### src/rtl/hs_cdc_receiver_pkg.sv
// Shared definitions for the req/ack CDC receiver: default sizes,
// FSM state encoding and the output-slot availability helper.
package hs_cdc_receiver_pkg;

    localparam int N_DEF           = 8;
    localparam int SYNC_STAGES_DEF = 2;
    localparam int CNT_W_DEF       = 8;

    typedef enum logic [1:0] {
        ST_IDLE    = 2'd0,
        ST_CAPTURE = 2'd1,
        ST_WAIT_LO = 2'd2
    } rx_state_e;

    // The output register can take a new word if it is empty or is being
    // drained on the same edge.
    function automatic logic slot_free(input logic valid, input logic ready);
        return !valid || ready;
    endfunction

endpackage

### src/rtl/hs_cdc_receiver_sync_bit.sv
// Single-bit multi-flop synchronizer with asynchronous active-low reset.
// The chain is a pure shift register: nothing sits between the flops.
module sync_bit #(
    parameter int STAGES = 2
) (
    input  logic clk,
    input  logic rst_n,
    input  logic d_i,
    output logic q_o
);

    logic [STAGES-1:0] sync_q;

    // Shift the asynchronous input through the metastability chain.
    always_ff @(posedge clk or negedge rst_n) begin
        if (!rst_n) begin
            sync_q <= '0;
        end else begin
            sync_q <= {sync_q[STAGES-2:0], d_i};
        end
    end

    assign q_o = sync_q[STAGES-1];

endmodule

### src/rtl/hs_cdc_receiver.sv
// Destination end of a 4-phase req/ack handshake. The synchronized request
// qualifies a one-shot sample of the sender's stable data bus. The captured
// word is handed to a local consumer through a valid/ready register. ack is
// returned straight from a flop so the sender never sees a glitch.
//
// state   | meaning
// IDLE    | ack low, waiting for a synchronized request and a free slot
// CAPTURE | word just loaded into dout, ack rises on leaving
// WAIT_LO | ack high, waiting for the sender to drop req
module hs_cdc_receiver
    import hs_cdc_receiver_pkg::*;
#(
    parameter int N           = N_DEF,
    parameter int SYNC_STAGES = SYNC_STAGES_DEF,
    parameter int CNT_W       = CNT_W_DEF
) (
    input  logic             clk,
    input  logic             rst_n,
    input  logic             ena,
    input  logic             req_async,
    input  logic [N-1:0]     data_async,
    output logic             ack,
    output logic [N-1:0]     dout,
    output logic             dout_valid,
    input  logic             dout_ready,
    output logic             busy,
    output logic [CNT_W-1:0] xfer_count
);

    rx_state_e        state_q, state_d;
    logic             ack_q, ack_d;
    logic [N-1:0]     dout_q, dout_d;
    logic             dout_valid_q, dout_valid_d;
    logic [CNT_W-1:0] xfer_count_q, xfer_count_d;
    logic             req_s;

    sync_bit #(
        .STAGES (SYNC_STAGES)
    ) u_req_sync (
        .clk   (clk),
        .rst_n (rst_n),
        .d_i   (req_async),
        .q_o   (req_s)
    );

    // Next-state, capture and handshake decisions.
    // The word is loaded on the edge that enters CAPTURE, so a pop of the old
    // word and the load of the new one share one edge and dout_valid never
    // dips. data_async is only looked at on that edge, when req_s has been
    // high long enough for the sender's bus to be settled.
    always_comb begin
        state_d      = state_q;
        ack_d        = ack_q;
        dout_d       = dout_q;
        dout_valid_d = dout_valid_q;
        xfer_count_d = xfer_count_q;

        if (dout_valid_q && dout_ready) begin
            dout_valid_d = 1'b0;
        end

        unique case (state_q)
            ST_IDLE: begin
                ack_d = 1'b0;
                if (req_s && ena && slot_free(dout_valid_q, dout_ready)) begin
                    state_d      = ST_CAPTURE;
                    dout_d       = data_async;
                    dout_valid_d = 1'b1;
                    xfer_count_d = xfer_count_q + CNT_W'(1);
                end
            end
            ST_CAPTURE: begin
                ack_d   = 1'b1;
                state_d = ST_WAIT_LO;
            end
            ST_WAIT_LO: begin
                if (!req_s) begin
                    ack_d   = 1'b0;
                    state_d = ST_IDLE;
                end
            end
            default: begin
                ack_d   = 1'b0;
                state_d = ST_IDLE;
            end
        endcase
    end

    // State, handshake and output registers; reset drops ack immediately.
    always_ff @(posedge clk or negedge rst_n) begin
        if (!rst_n) begin
            state_q      <= ST_IDLE;
            ack_q        <= 1'b0;
            dout_q       <= '0;
            dout_valid_q <= 1'b0;
            xfer_count_q <= '0;
        end else begin
            state_q      <= state_d;
            ack_q        <= ack_d;
            dout_q       <= dout_d;
            dout_valid_q <= dout_valid_d;
            xfer_count_q <= xfer_count_d;
        end
    end

    assign ack        = ack_q;
    assign dout       = dout_q;
    assign dout_valid = dout_valid_q;
    assign xfer_count = xfer_count_q;
    assign busy       = (state_q != ST_IDLE);

endmodule

### config.mk
export PLATFORM = sky130hd
export DESIGN_NAME = hs_cdc_receiver
export DESIGN_NICKNAME = d
export VERILOG_FILES = /design/src/rtl/hs_cdc_receiver_pkg.sv /design/src/rtl/hs_cdc_receiver_sync_bit.sv /design/src/rtl/hs_cdc_receiver.sv
export SDC_FILE = /design/constraint.sdc
export NUM_CORES = 1
export LEC_CHECK = 0
export CELL_PAD_IN_SITES_DETAIL_PLACEMENT = 0
export CELL_PAD_IN_SITES_GLOBAL_PLACEMENT = 1
export CORE_ASPECT_RATIO = 0.5
export CORE_UTILIZATION = 32
export CTS_CLUSTER_DIAMETER = 80
export CTS_CLUSTER_SIZE = 8
export DETAILED_ROUTE_END_ITERATION = 7
export PLACE_DENSITY = 0.77
export REMOVE_ABC_BUFFERS = 1
export SLEW_MARGIN = 20
export SYNTH_ARGS = -nofsm -noshare
export SYNTH_HDL_FRONTEND = slang
export SYNTH_HIERARCHICAL = 1
export SYNTH_SLANG_ARGS = --single-unit
### constraint.sdc
create_clock -name clk -period 1.4 [get_ports clk]
set_input_delay 0.42 -clock clk [delete_from_list [all_inputs] [get_ports clk]]
set_output_delay 0.42 -clock clk [all_outputs]
set_load 0.05 [all_outputs]
==> impl_metrics.csv <==
group,metric,value,unit
run_status,outcome,"finished, violations left",
run_status,violations,"setup timing",
setup_path,worstPathMaxFanout,2,
timing,post-route-min-period,1.465,ns
logic_synthesis,post-synth-top-area-fraction,61.45,%
floorplanning,fp.dieW,76.83,microns
routing,drt_pass1_iterations,4,
routing,vias,663,
routing,initialDrtViolationCount,33,
routing,routedWlPerCell,11.47,microns
power,power.density_cell_area,1833,nW/um^2
worst_hold_path,worst_hold_startpoint,"u_req_sync/sync_q[0]$_DFF_PN0_",
logic_synthesis,synth-edff-count,0,
logic_synthesis,dominantRegCellSynth,"sky130_fd_sc_hd__dfrtp_1",
timing,fin_ws,-0.06452,ns
power,leakagePower,0.7098,nW
global_route,grt_max_degree,23,
cells_and_area,fillerInstances,227,
timing,setup_viol,1,
placement,place.gp.congestion,0.7098,
timing,rsz0062_at_grt,"yes",
floorplanning,placement_rows,13,
timing,timing.final.crit_share,104.6,%
routing,route.detailed.drc,0,
global_route,antenna_found_initial,0,
logic_synthesis,synth.cell_area,895.9,sq um
timing,timing.final.hold_violations,0,
logic_synthesis,synth.most_common_cell,"sky130_fd_sc_hd__nand2_1",
cts,numCtsBuffers,3,
logic_synthesis,avg_inst_size_synth,11.20,sq um
placement,preCtsSetupSlack,-0.3631,ns
cells_and_area,area.growth.synth_to_final,71.09,%
cells_and_area,instances_no_fill,155,
setup_path,r2r-end,"xfer_count[3]$_DFFE_PN0P_",
timing,fin_worst_hold_slack,0.3617,ns
global_route,first_global_vias,615,
logic_synthesis,yosys_register_bits,22,
floorplanning,coreArea,2619,sq um
logic_synthesis,netlist_instances,80,
placement,place.port_buffers,31,
floorplanning,die-height,39.42,microns
logic_synthesis,synth_top_area_cell,"sky130_fd_sc_hd__dfrtp_1",
setup_path,critical_path_class,"reg -> out",
cts,cts.root.buffer_cell,"sky130_fd_sc_hd__clkbuf_8",
setup_path,r2r_start,"state_q[1]$_DFFE_PN0P_",
power,worst_ir_drop_vdd,1.139,mV
setup_path,worstPathRequired,0.98,ns
routing,post_route_ant_nets,0,
logic_synthesis,yosysUniqueCellTypes,18,
cts,clock_tree.buffer_depth,2,
cts,clk_latency,0.26,ns
logic_synthesis,synth_common_cells,"sky130_fd_sc_hd__nand2_1, sky130_fd_sc_hd__dfrtp_1, sky130_fd_sc_hd__xnor2_1",
logic_synthesis,synth.area.top_cells,"sky130_fd_sc_hd__dfrtp_1, sky130_fd_sc_hd__nand2_1, sky130_fd_sc_hd__xnor2_1",
logic_synthesis,seq_area_frac_synth,61.45,%
logic_synthesis,postSynth.asyncResetShare,100.0,%
setup_path,start_kind,"flop",
timing,timing_worst_slew_pin_value,0.2533,ns
routing,vias_per_cell,4.277,
timing,maxSlewHeadroom,83.12,%
placement,dp_cells,150,
setup_path,reg2regPathDepth,6,
setup_path,worstPathArrival,1.04,ns
timing,final_max_slew_viol_count,0,
cts,cts_hold_buffers,0,
global_route,grt_use_total,13.83,%
cts,cts_tree,"built",
cells_and_area,insertedDiodeCount,0,
setup_path,worst_setup_slack_for_register_to_register_paths,0.02,ns
cells_and_area,stdcell_area,1533,sq um
cells_and_area,layout_cell_share_with_drive_strength_beyond_1,29.66,%
power,finalPower,2.810,mW
placement,place.detailed.hpwl,1306,microns
routing,wl,1778,microns
timing,setup_skew_after_layout,0.003183,ns
floorplanning,dieArea,3028,sq um
global_route,globalRoute.totalOverflow,0,
cells_and_area,layout.nets,134,
floorplanning,io-pin-count,32,
cts,tritoncts_num_sinks,22,
timing,achievable-frequency,682.8,MHz
logic_synthesis,ys.warnings.count,6,
placement,placed_area,1458,sq um
worst_hold_path,holdPathEnd,"u_req_sync/sync_q[1]$_DFF_PN0_",
cts,cts.htree.levels,1,
global_route,grt_pass1_wl,2939,microns
cts,clk_transition_reported_paths,0.07,ns
job,max_cap_violations,0,
floorplanning,initial_core_utilization,34.21,%
worst_hold_path,holdPathStages,0,
setup_path,crit_path_end_kind,"output port",
worst_hold_path,worst_hold_path_type,"reg -> reg",
==> layout make-up <==
cell class	count	area, sq um	area share (%)
tap	37	46.29	3.020
inverter	3	13.76	0.8980
clock buffer	3	41.29	2.694
multi-input combinational	53	321.6	20.98
timing repair buffer	37	558.0	36.41
sequential	22	551.8	36.00
==> flip-flops by register name, summed over array words and instances (netlist names) <==
register,cells
ack,1
dout,8
dout_valid,1
state_q,2
u_req_sync/sync_q,2
xfer_count,8
==> worst max-delay path by stage <==
stage                                      start                   endpoint  slack [ns]
after floorplan             dout_valid$_DFF_PN0_  xfer_count[5]$_DFFE_PN0P_       -0.08
after global placement                dout_ready  xfer_count[5]$_DFFE_PN0P_       -0.34
after detailed placement              dout_ready  xfer_count[5]$_DFFE_PN0P_       -0.36
after CTS                 state_q[0]$_DFFE_PN0P_                       busy       -0.07
after global routing      state_q[0]$_DFFE_PN0P_                       busy       -0.09
final                     state_q[1]$_DFFE_PN0P_                       busy       -0.06
==> cells in the final DEF, fill, tap and decap left out, drive strengths merged, types with 2 or more instances in the layout <==
cell type      netlist  routed
nand3                2       2
dfrtp               22      22
dlygate4sd2          0       2
buf                  2      25
nand2b               2       2
clkdlybuf4s50        0      10
nand2               31      31
inv                  3       3
clkbuf               0       3
nand4                3       3
xnor2                7       7
==> timing repair <==
action	4_1_cts	5_1_grt
buffers inserted	2	0
setup endpoints to repair	15	17
pin swaps	3	5
cloned	0	0
gates resized for setup	5	4
hold endpoints to repair	0	0
==> critical path, stage by stage (launching register included) <==
cell and delay [ns]:
sky130_fd_sc_hd__dfrtp_1 0.40, sky130_fd_sc_hd__or2_4 0.24, sky130_fd_sc_hd__buf_8 0.15
==> routing by layer <==
layer,wire [microns],global-route usage [%],vias to the layer above
li1,-,-,330
met1,821,17.57,321
met2,880,22.54,10
met3,55,4.186,2
met4,21,5.769,0
met5,0,0,-
==> metrics by stage <==
stage / setup TNS, ns / util [%]
after detailed placement: -4.848 / 55.66
after CTS: -0.07112 / 58.10
after global routing: -0.1420 / 58.53
final: -0.06452 / 58.53
after floorplan: -0.2476 / -
after global placement: -4.755 / 55.66
==> kinds of logic (layout without fill, tap and decap cells) <==
group / Yosys count / in the layout / synth area share [%]
DFF: 22 / 22 / 61.45
AOI/OAI and AO/OA: 2 / 2 / 1.396
and+or+nand+nor: 43 / 43 / 25.98
xor gates and xnor gates: 7 / 7 / 6.844
adders and majority gates: 1 / 1 / 1.396
buffers and inverters: 5 / 43 / 2.932
==> report_power, final <==
group | internal (mW) | total [mW] | switching [mW] | leakage [nW]
clock | 0.192 | 0.376 | 0.184 | 0.0216
combinational | 0.703 | 1.43 | 0.727 | 0.409
sequential | 0.788 | 1.00 | 0.216 | 0.279
total | 1.68 | 2.81 | 1.13 | 0.710
(Power assumes the default switching activity.)
